--- config.mk ---
export PLATFORM = sky130hd
export DESIGN_NAME = adam_core_pause_ctrl
export DESIGN_NICKNAME = d
export VERILOG_FILES = /design/src/rtl/adam_core_pause_pkg.sv /design/src/rtl/adam_outstanding_cnt.sv /design/src/rtl/adam_core_pause_ctrl.sv
export SDC_FILE = /design/constraint.sdc
export NUM_CORES = 1
export LEC_CHECK = 0
export BUFFER_PORTS_ARGS = -buffer_cell sky130_fd_sc_hd__buf_2
export CORE_MARGIN = 3
export CORE_UTILIZATION = 43
export CTS_CLUSTER_SIZE = 10
export DETAILED_ROUTE_END_ITERATION = 8
export PLACE_DENSITY = 0.83
export SLEW_MARGIN = 0
export SYNTH_ARGS = -nofsm -noshare
export SYNTH_HDL_FRONTEND = slang
export SYNTH_SLANG_ARGS = --single-unit
--- constraint.sdc ---
create_clock -name clk_i -period 2 [get_ports clk_i]
set_clock_uncertainty 0.2 [all_clocks]
set_input_delay 0.3 -clock clk_i [delete_from_list [all_inputs] [get_ports clk_i]]
set_output_delay 0.3 -clock clk_i [all_outputs]
set_load 0.05 [all_outputs]
--- src/rtl/adam_core_pause_pkg.sv ---
// Shared types for the core pause controller: FSM state encoding and counter sizing.
package adam_core_pause_pkg;

  typedef enum logic [1:0] {
    StPaused = 2'd0,
    StRun    = 2'd1,
    StDrain  = 2'd2
  } core_pause_state_t;

  function automatic int unsigned cnt_width(input int unsigned max_out);
    return $clog2(max_out + 1);
  endfunction

endpackage

--- src/rtl/adam_outstanding_cnt.sv ---
// Per-port in-flight request counter; saturates at zero and flags responses with nothing pending.
module adam_outstanding_cnt
  import adam_core_pause_pkg::*;
#(
  parameter int unsigned MAX_OUTSTANDING = 4,
  localparam int unsigned CntW = cnt_width(MAX_OUTSTANDING)
) (
  input  logic            clk_i,
  input  logic            rst_ni,
  input  logic            clr_i,
  input  logic            fire_i,
  input  logic            rsp_i,
  output logic [CntW-1:0] count_o,
  output logic            full_o,
  output logic            empty_o,
  output logic            underflow_o
);

  logic [CntW-1:0] count_q, count_d;

  always_comb begin
    count_d     = count_q;
    underflow_o = 1'b0;
    if (clr_i) begin
      count_d = '0;
    end else if (fire_i && !rsp_i) begin
      count_d = count_q + 1'b1;
    end else if (rsp_i && !fire_i) begin
      if (count_q == '0) begin
        underflow_o = 1'b1;
      end else begin
        count_d = count_q - 1'b1;
      end
    end
  end

  always_ff @(posedge clk_i) begin
    if (!rst_ni) begin
      count_q <= '0;
    end else begin
      count_q <= count_d;
    end
  end

  assign count_o = count_q;
  assign full_o  = (count_q == CntW'(MAX_OUTSTANDING));
  assign empty_o = (count_q == '0);

endmodule

--- src/rtl/adam_core_pause_ctrl.sv ---
// Turns the upstream pause handshake into a safe core halt: gate requests, drain, then ack.
// Optional drain timeout enabled by defining ADAM_CORE_PAUSE_TIMEOUT_EN.
module adam_core_pause_ctrl
  import adam_core_pause_pkg::*;
#(
  parameter int unsigned ADDR_WIDTH      = 32,
  parameter int unsigned NO_PORTS        = 2,
  parameter int unsigned MAX_OUTSTANDING = 4,
  parameter int unsigned TIMEOUT_CYCLES  = 1024
) (
  input  logic                  clk_i,
  input  logic                  rst_ni,
  input  logic                  pause_req_i,
  output logic                  pause_ack_o,
  input  logic                  tgt_rst_i,
  input  logic [ADDR_WIDTH-1:0] tgt_boot_addr_i,
  output logic                  core_rst_o,
  output logic [ADDR_WIDTH-1:0] core_boot_addr_o,
  input  logic [NO_PORTS-1:0]   core_req_valid_i,
  output logic [NO_PORTS-1:0]   core_req_ready_o,
  output logic [NO_PORTS-1:0]   bus_req_valid_o,
  input  logic [NO_PORTS-1:0]   bus_req_ready_i,
  input  logic [NO_PORTS-1:0]   bus_rsp_valid_i,
  output logic                  err_o
);

  localparam int unsigned CntW = cnt_width(MAX_OUTSTANDING);

  if (MAX_OUTSTANDING < 1) begin : g_bad_max_out
    $error("MAX_OUTSTANDING must be at least 1");
  end
  if (TIMEOUT_CYCLES < 1) begin : g_bad_timeout
    $error("TIMEOUT_CYCLES must be at least 1");
  end

  core_pause_state_t     state_q, state_d;
  logic                  ack_q, ack_d;
  logic                  core_rst_q;
  logic [ADDR_WIDTH-1:0] boot_q, boot_d;
  logic                  err_q, err_d;
  logic                  cnt_clr;
  logic                  tmo_err;

  logic [NO_PORTS-1:0]   fire, full, empty, underflow, drained, block;
  logic [CntW-1:0]       count [NO_PORTS];

  assign block            = {NO_PORTS{state_q != StRun}} | full;
  assign bus_req_valid_o  = core_req_valid_i & ~block;
  assign core_req_ready_o = bus_req_ready_i & ~block;
  assign fire             = bus_req_valid_o & bus_req_ready_i;

  for (genvar p = 0; p < NO_PORTS; p++) begin : g_port
    adam_outstanding_cnt #(
      .MAX_OUTSTANDING (MAX_OUTSTANDING)
    ) u_cnt (
      .clk_i       (clk_i),
      .rst_ni      (rst_ni),
      .clr_i       (cnt_clr),
      .fire_i      (fire[p]),
      .rsp_i       (bus_rsp_valid_i[p]),
      .count_o     (count[p]),
      .full_o      (full[p]),
      .empty_o     (empty[p]),
      .underflow_o (underflow[p])
    );
    // Fires are blocked in DRAIN, so a response on a count of one empties the port this edge.
    assign drained[p] = empty[p] | ((count[p] == CntW'(1)) & bus_rsp_valid_i[p]);
  end

`ifdef ADAM_CORE_PAUSE_TIMEOUT_EN
  localparam int unsigned TmoW = $clog2(TIMEOUT_CYCLES + 1);
  logic [TmoW-1:0] tmo_q, tmo_d;
  logic            tmo_hit;

  assign tmo_d   = (state_q == StDrain) ? tmo_q + 1'b1 : '0;
  assign tmo_hit = (tmo_q == TmoW'(TIMEOUT_CYCLES - 1));

  always_ff @(posedge clk_i) begin
    if (!rst_ni) begin
      tmo_q <= '0;
    end else begin
      tmo_q <= tmo_d;
    end
  end
`else
  logic tmo_hit;
  assign tmo_hit = 1'b0;
`endif

  always_comb begin
    state_d = state_q;
    ack_d   = ack_q;
    boot_d  = boot_q;
    cnt_clr = 1'b0;
    tmo_err = 1'b0;
    unique case (state_q)
      StPaused: begin
        if (!pause_req_i) begin
          state_d = StRun;
          ack_d   = 1'b0;
          boot_d  = tgt_boot_addr_i;
        end
      end
      StRun: begin
        if (pause_req_i) state_d = StDrain;
      end
      StDrain: begin
        if (!pause_req_i) begin
          state_d = StRun;
        end else if (&drained) begin
          state_d = StPaused;
          ack_d   = 1'b1;
        end else if (tmo_hit) begin
          state_d = StPaused;
          ack_d   = 1'b1;
          cnt_clr = 1'b1;
          tmo_err = 1'b1;
        end
      end
      default: state_d = StPaused;
    endcase
    err_d = err_q | (|underflow) | tmo_err;
  end

  always_ff @(posedge clk_i) begin
    if (!rst_ni) begin
      state_q    <= StPaused;
      ack_q      <= 1'b1;
      core_rst_q <= 1'b1;
      boot_q     <= '0;
      err_q      <= 1'b0;
    end else begin
      state_q    <= state_d;
      ack_q      <= ack_d;
      core_rst_q <= tgt_rst_i;
      boot_q     <= boot_d;
      err_q      <= err_d;
    end
  end

  assign pause_ack_o      = ack_q;
  assign core_rst_o       = core_rst_q;
  assign core_boot_addr_o = boot_q;
  assign err_o            = err_q;

endmodule

==> impl_metrics.toml <==
[status]
outcome = "finished, violations left"
violations = "negative setup slack"

[synthesis]
synth-seq-area-share_pct = 43.96
synth_cell_types = 28
ys_ff_latch = 43
yosysWarnings = 0
syn_area_per_cell_sq_um = 8.477
synth_nets = 285
synthesis.area_sq_um = 1958
syn_inst = 231

[critical_path]
end_kind = "flop"
r2r_start = "g_port[1].u_cnt.count_o[1]$_SDFFE_PN0P_"
worstRegToRegCells = 8
arrival_ns = 2.05
crit_slowest_cell = "dfxtp_4"
start_kind = "flop"
r2r_setup_slack_ns = -0.02
crit_type = "reg -> reg"
cp-endpoint = "g_port[1].u_cnt.count_o[2]$_SDFFE_PN0P_"
critPathLaunch = "g_port[1].u_cnt.count_o[1]$_SDFFE_PN0P_"
slowest_delay_ns = 0.38
crit_fanout = 3
crit_chain = "inv_4 > ha_4 > a21oi_2 > and3_4 > ha_4 > mux2_2 > and3_4 > nor3_2"
rr_endpoint = "g_port[1].u_cnt.count_o[2]$_SDFFE_PN0P_"
cp.required_ns = 2.03

[floorplanning]
die_area_sq_um = 5399
dieHeight_microns = 73.48
num_rows = 23
core_area_sq_um = 4202
io_pins = 81
start_util_pct = 46.61
die_w_microns = 73.48

[layout]
num-nets-final = 380
final_common_cell = "buf_2"
n_antenna_cell = 0
seqCellArea_sq_um = 868.3
num-fill-cells = 353
multiInputGateArea_sq_um = 1104
final_cell_mix = "76 x buf_2, 75 x nand2_1, 39 x dfxtp_1"
drive_gt1_share_pct = 40.98
area_growth_syn_to_layout_pct = 40.45

[route]
wl_microns = 4708
via_per_inst = 4.886
postRouteAntennaNets = 0
vias = 1842
drc = 0
dr.pass1.iters = 4
first_iter_violations = 65
wl_per_cell_microns = 12.49

[timing]
worst_pin_slew_ns = 0.4924
fin_crit_ns = 2.025
setup_slack_ns = -0.02451
slew-limit-headroom_pct = 67.17
fin_crit_sh_pct = 101.2
finalSetupViolCount = 1
finalMaxSlewViolations = 0
hold_ws_ns = 0.03490
timing.fmax_ghz = 0.4939
hold_viol = 0

[clocking]
clk_pin_slew_ns = 0.09
cts_buffers = 5
cts.path.max_buffers = 2
insertion_delay_ns = 0.29
root_buffer = "clkbuf_8"
cts_tree = "built"
h-tree-depth = 2
clkSinkCount = 43

[global_routing]
antenna_found_initial = 0
grt_max_degree = 32
grt-ovfl-total = 0
track_usage_pct = 16.68
grt_pass1_wl_microns = 7169
grt_pass1_vias = 1644

[flow_run]
maxCapViolations = 0

[power_and_ir_drop]
leakage_nw = 1.312
vdd_drop_max_uv = 645.3
power_density_nw_per_um2 = 890.6

[min_path]
worstHoldStart = "tgt_boot_addr_i[2]"
worst_hold_path_type = "in -> reg"

[placement]
place_ws_ns = -0.03259
portBuffers = 80
gp_congestion = 0.8220
hpwl_microns = 3289
==> per-stage QoR <==
step / instance area [sq um] / setup TNS, ns / total power [mW] / utilization, % / instances
floorplan: 2008 / 0 / 1.549 / - / 231
global placement: 2521 / 0 / 1.749 / 60.01 / 363
detailed placement: 2521 / -0.06220 / 1.770 / 60.01 / 363
CTS: 2658 / 0 / 2.342 / 63.25 / 374
global route: 2750 / -0.3341 / 2.594 / 65.46 / 377
finish: 2750 / -0.02451 / 2.449 / 65.46 / 377
==> worst min-delay path by stage <==
stage	end	slack (ns)	cells after the start
after floorplan	state_q[0]$_SDFFE_PN0P_	0.17	1
after global placement	core_boot_addr_o[0]$_SDFFE_PN0P_	0.24	2
final	core_boot_addr_o[2]$_SDFFE_PN0P_	0.03	3
after global routing	core_boot_addr_o[29]$_SDFFE_PN0P_	0.03	3
after detailed placement	core_boot_addr_o[18]$_SDFFE_PN0P_	0.24	2
after CTS	core_boot_addr_o[15]$_SDFFE_PN0P_	0.03	3
==> per-layer routing <==
| metal | up-vias | track usage [%] | part of all wire [%] |
|---|---|---|---|
| li1 | 943 | - | - |
| met3 | 9 | 5.198 | 7.8 |
| met2 | 64 | 28.15 | 48 |
| met4 | 0 | 6.036 | 1.4 |
| met5 | - | 0 | 0 |
| met1 | 826 | 19.78 | 43 |
==> where the power goes <==
part | switching [mW] | leakage [nW] | internal, mW
Clock | 0.299 | 0.0402 | 0.243
Sequential | 0.0511 | 0.355 | 0.940
Combinational | 0.521 | 0.916 | 0.395
==> registers in the layout, indices dropped and copies added (netlist names) <==
signal / flops
err_o: 1
g_port.u_cnt.count_o: 6
pause_ack_o: 1
core_rst_o: 1
state_q: 2
core_boot_addr_o: 32
==> cell usage after synthesis (all sizes together) <==
cell     n  area (sq um)
nand2   75         281.5
ha      12         150.1
nor3     4         25.02
a21boi  32         240.2
nor3b    2         15.01
dfxtp   43         860.8
or3      1         6.260
mux2i    4         40.04
nor2b    1         6.260
o31ai    1         7.510
a31oi    1         6.260
inv     10         37.54
clkbuf   4         15.01
xnor2    2         17.52
mux2     2         22.52
a221oi   3         26.28
buf      8         58.80
and2     4         25.02
nor2     5         18.77
a41o     1         10.01
nand3    3         15.01
nand2b   2         12.51
a21oi    4         20.02
and3     4         25.02
o21ai    3         15.01
==> layout make-up <==
| type | instances | area share [%] |
|---|---|---|
| Multi-Input combinational cell | 166 | 40.13 |
| Sequential cell | 43 | 31.57 |
| Timing Repair Buffer | 100 | 21.34 |
| Clock buffer | 5 | 2.502 |
| Tap cell | 50 | 2.275 |
| Inverter | 10 | 1.456 |
| Clock inverter | 3 | 0.7279 |
==> cell families after synthesis <==
| family | synth area share, % |
|---|---|
| fa+ha+maj | 7.668 |
| xor+xnor | 0.8947 |
| mux | 3.195 |
| simple gates | 21.98 |
| buf+inv | 5.687 |
| flops | 43.96 |
| compound gates | 16.61 |
==> timing repair <==
| item | 4_1_cts | 5_1_grt |
|---|---|---|
| endpoints found under the hold margin | 1 | 0 |
| hold buffers | 1 | 0 |
| gates resized for setup | 8 | 18 |
| pin swaps | 3 | 6 |
| buffers inserted | 2 | 3 |
| setup endpoints to repair | 8 | 11 |
==> worst max-delay path: cells and delay by family (launching register included) <==
kind                       cells  cell delay, ns
AOI/OAI and AO/OA              1            0.18
muxes                          1            0.33
and+or+nand+nor                3            0.54
DFF                            1            0.38
adders and majority gates      2            0.28
buffers and inverters          1            0.05
Power figures use the tool's default switching activity.
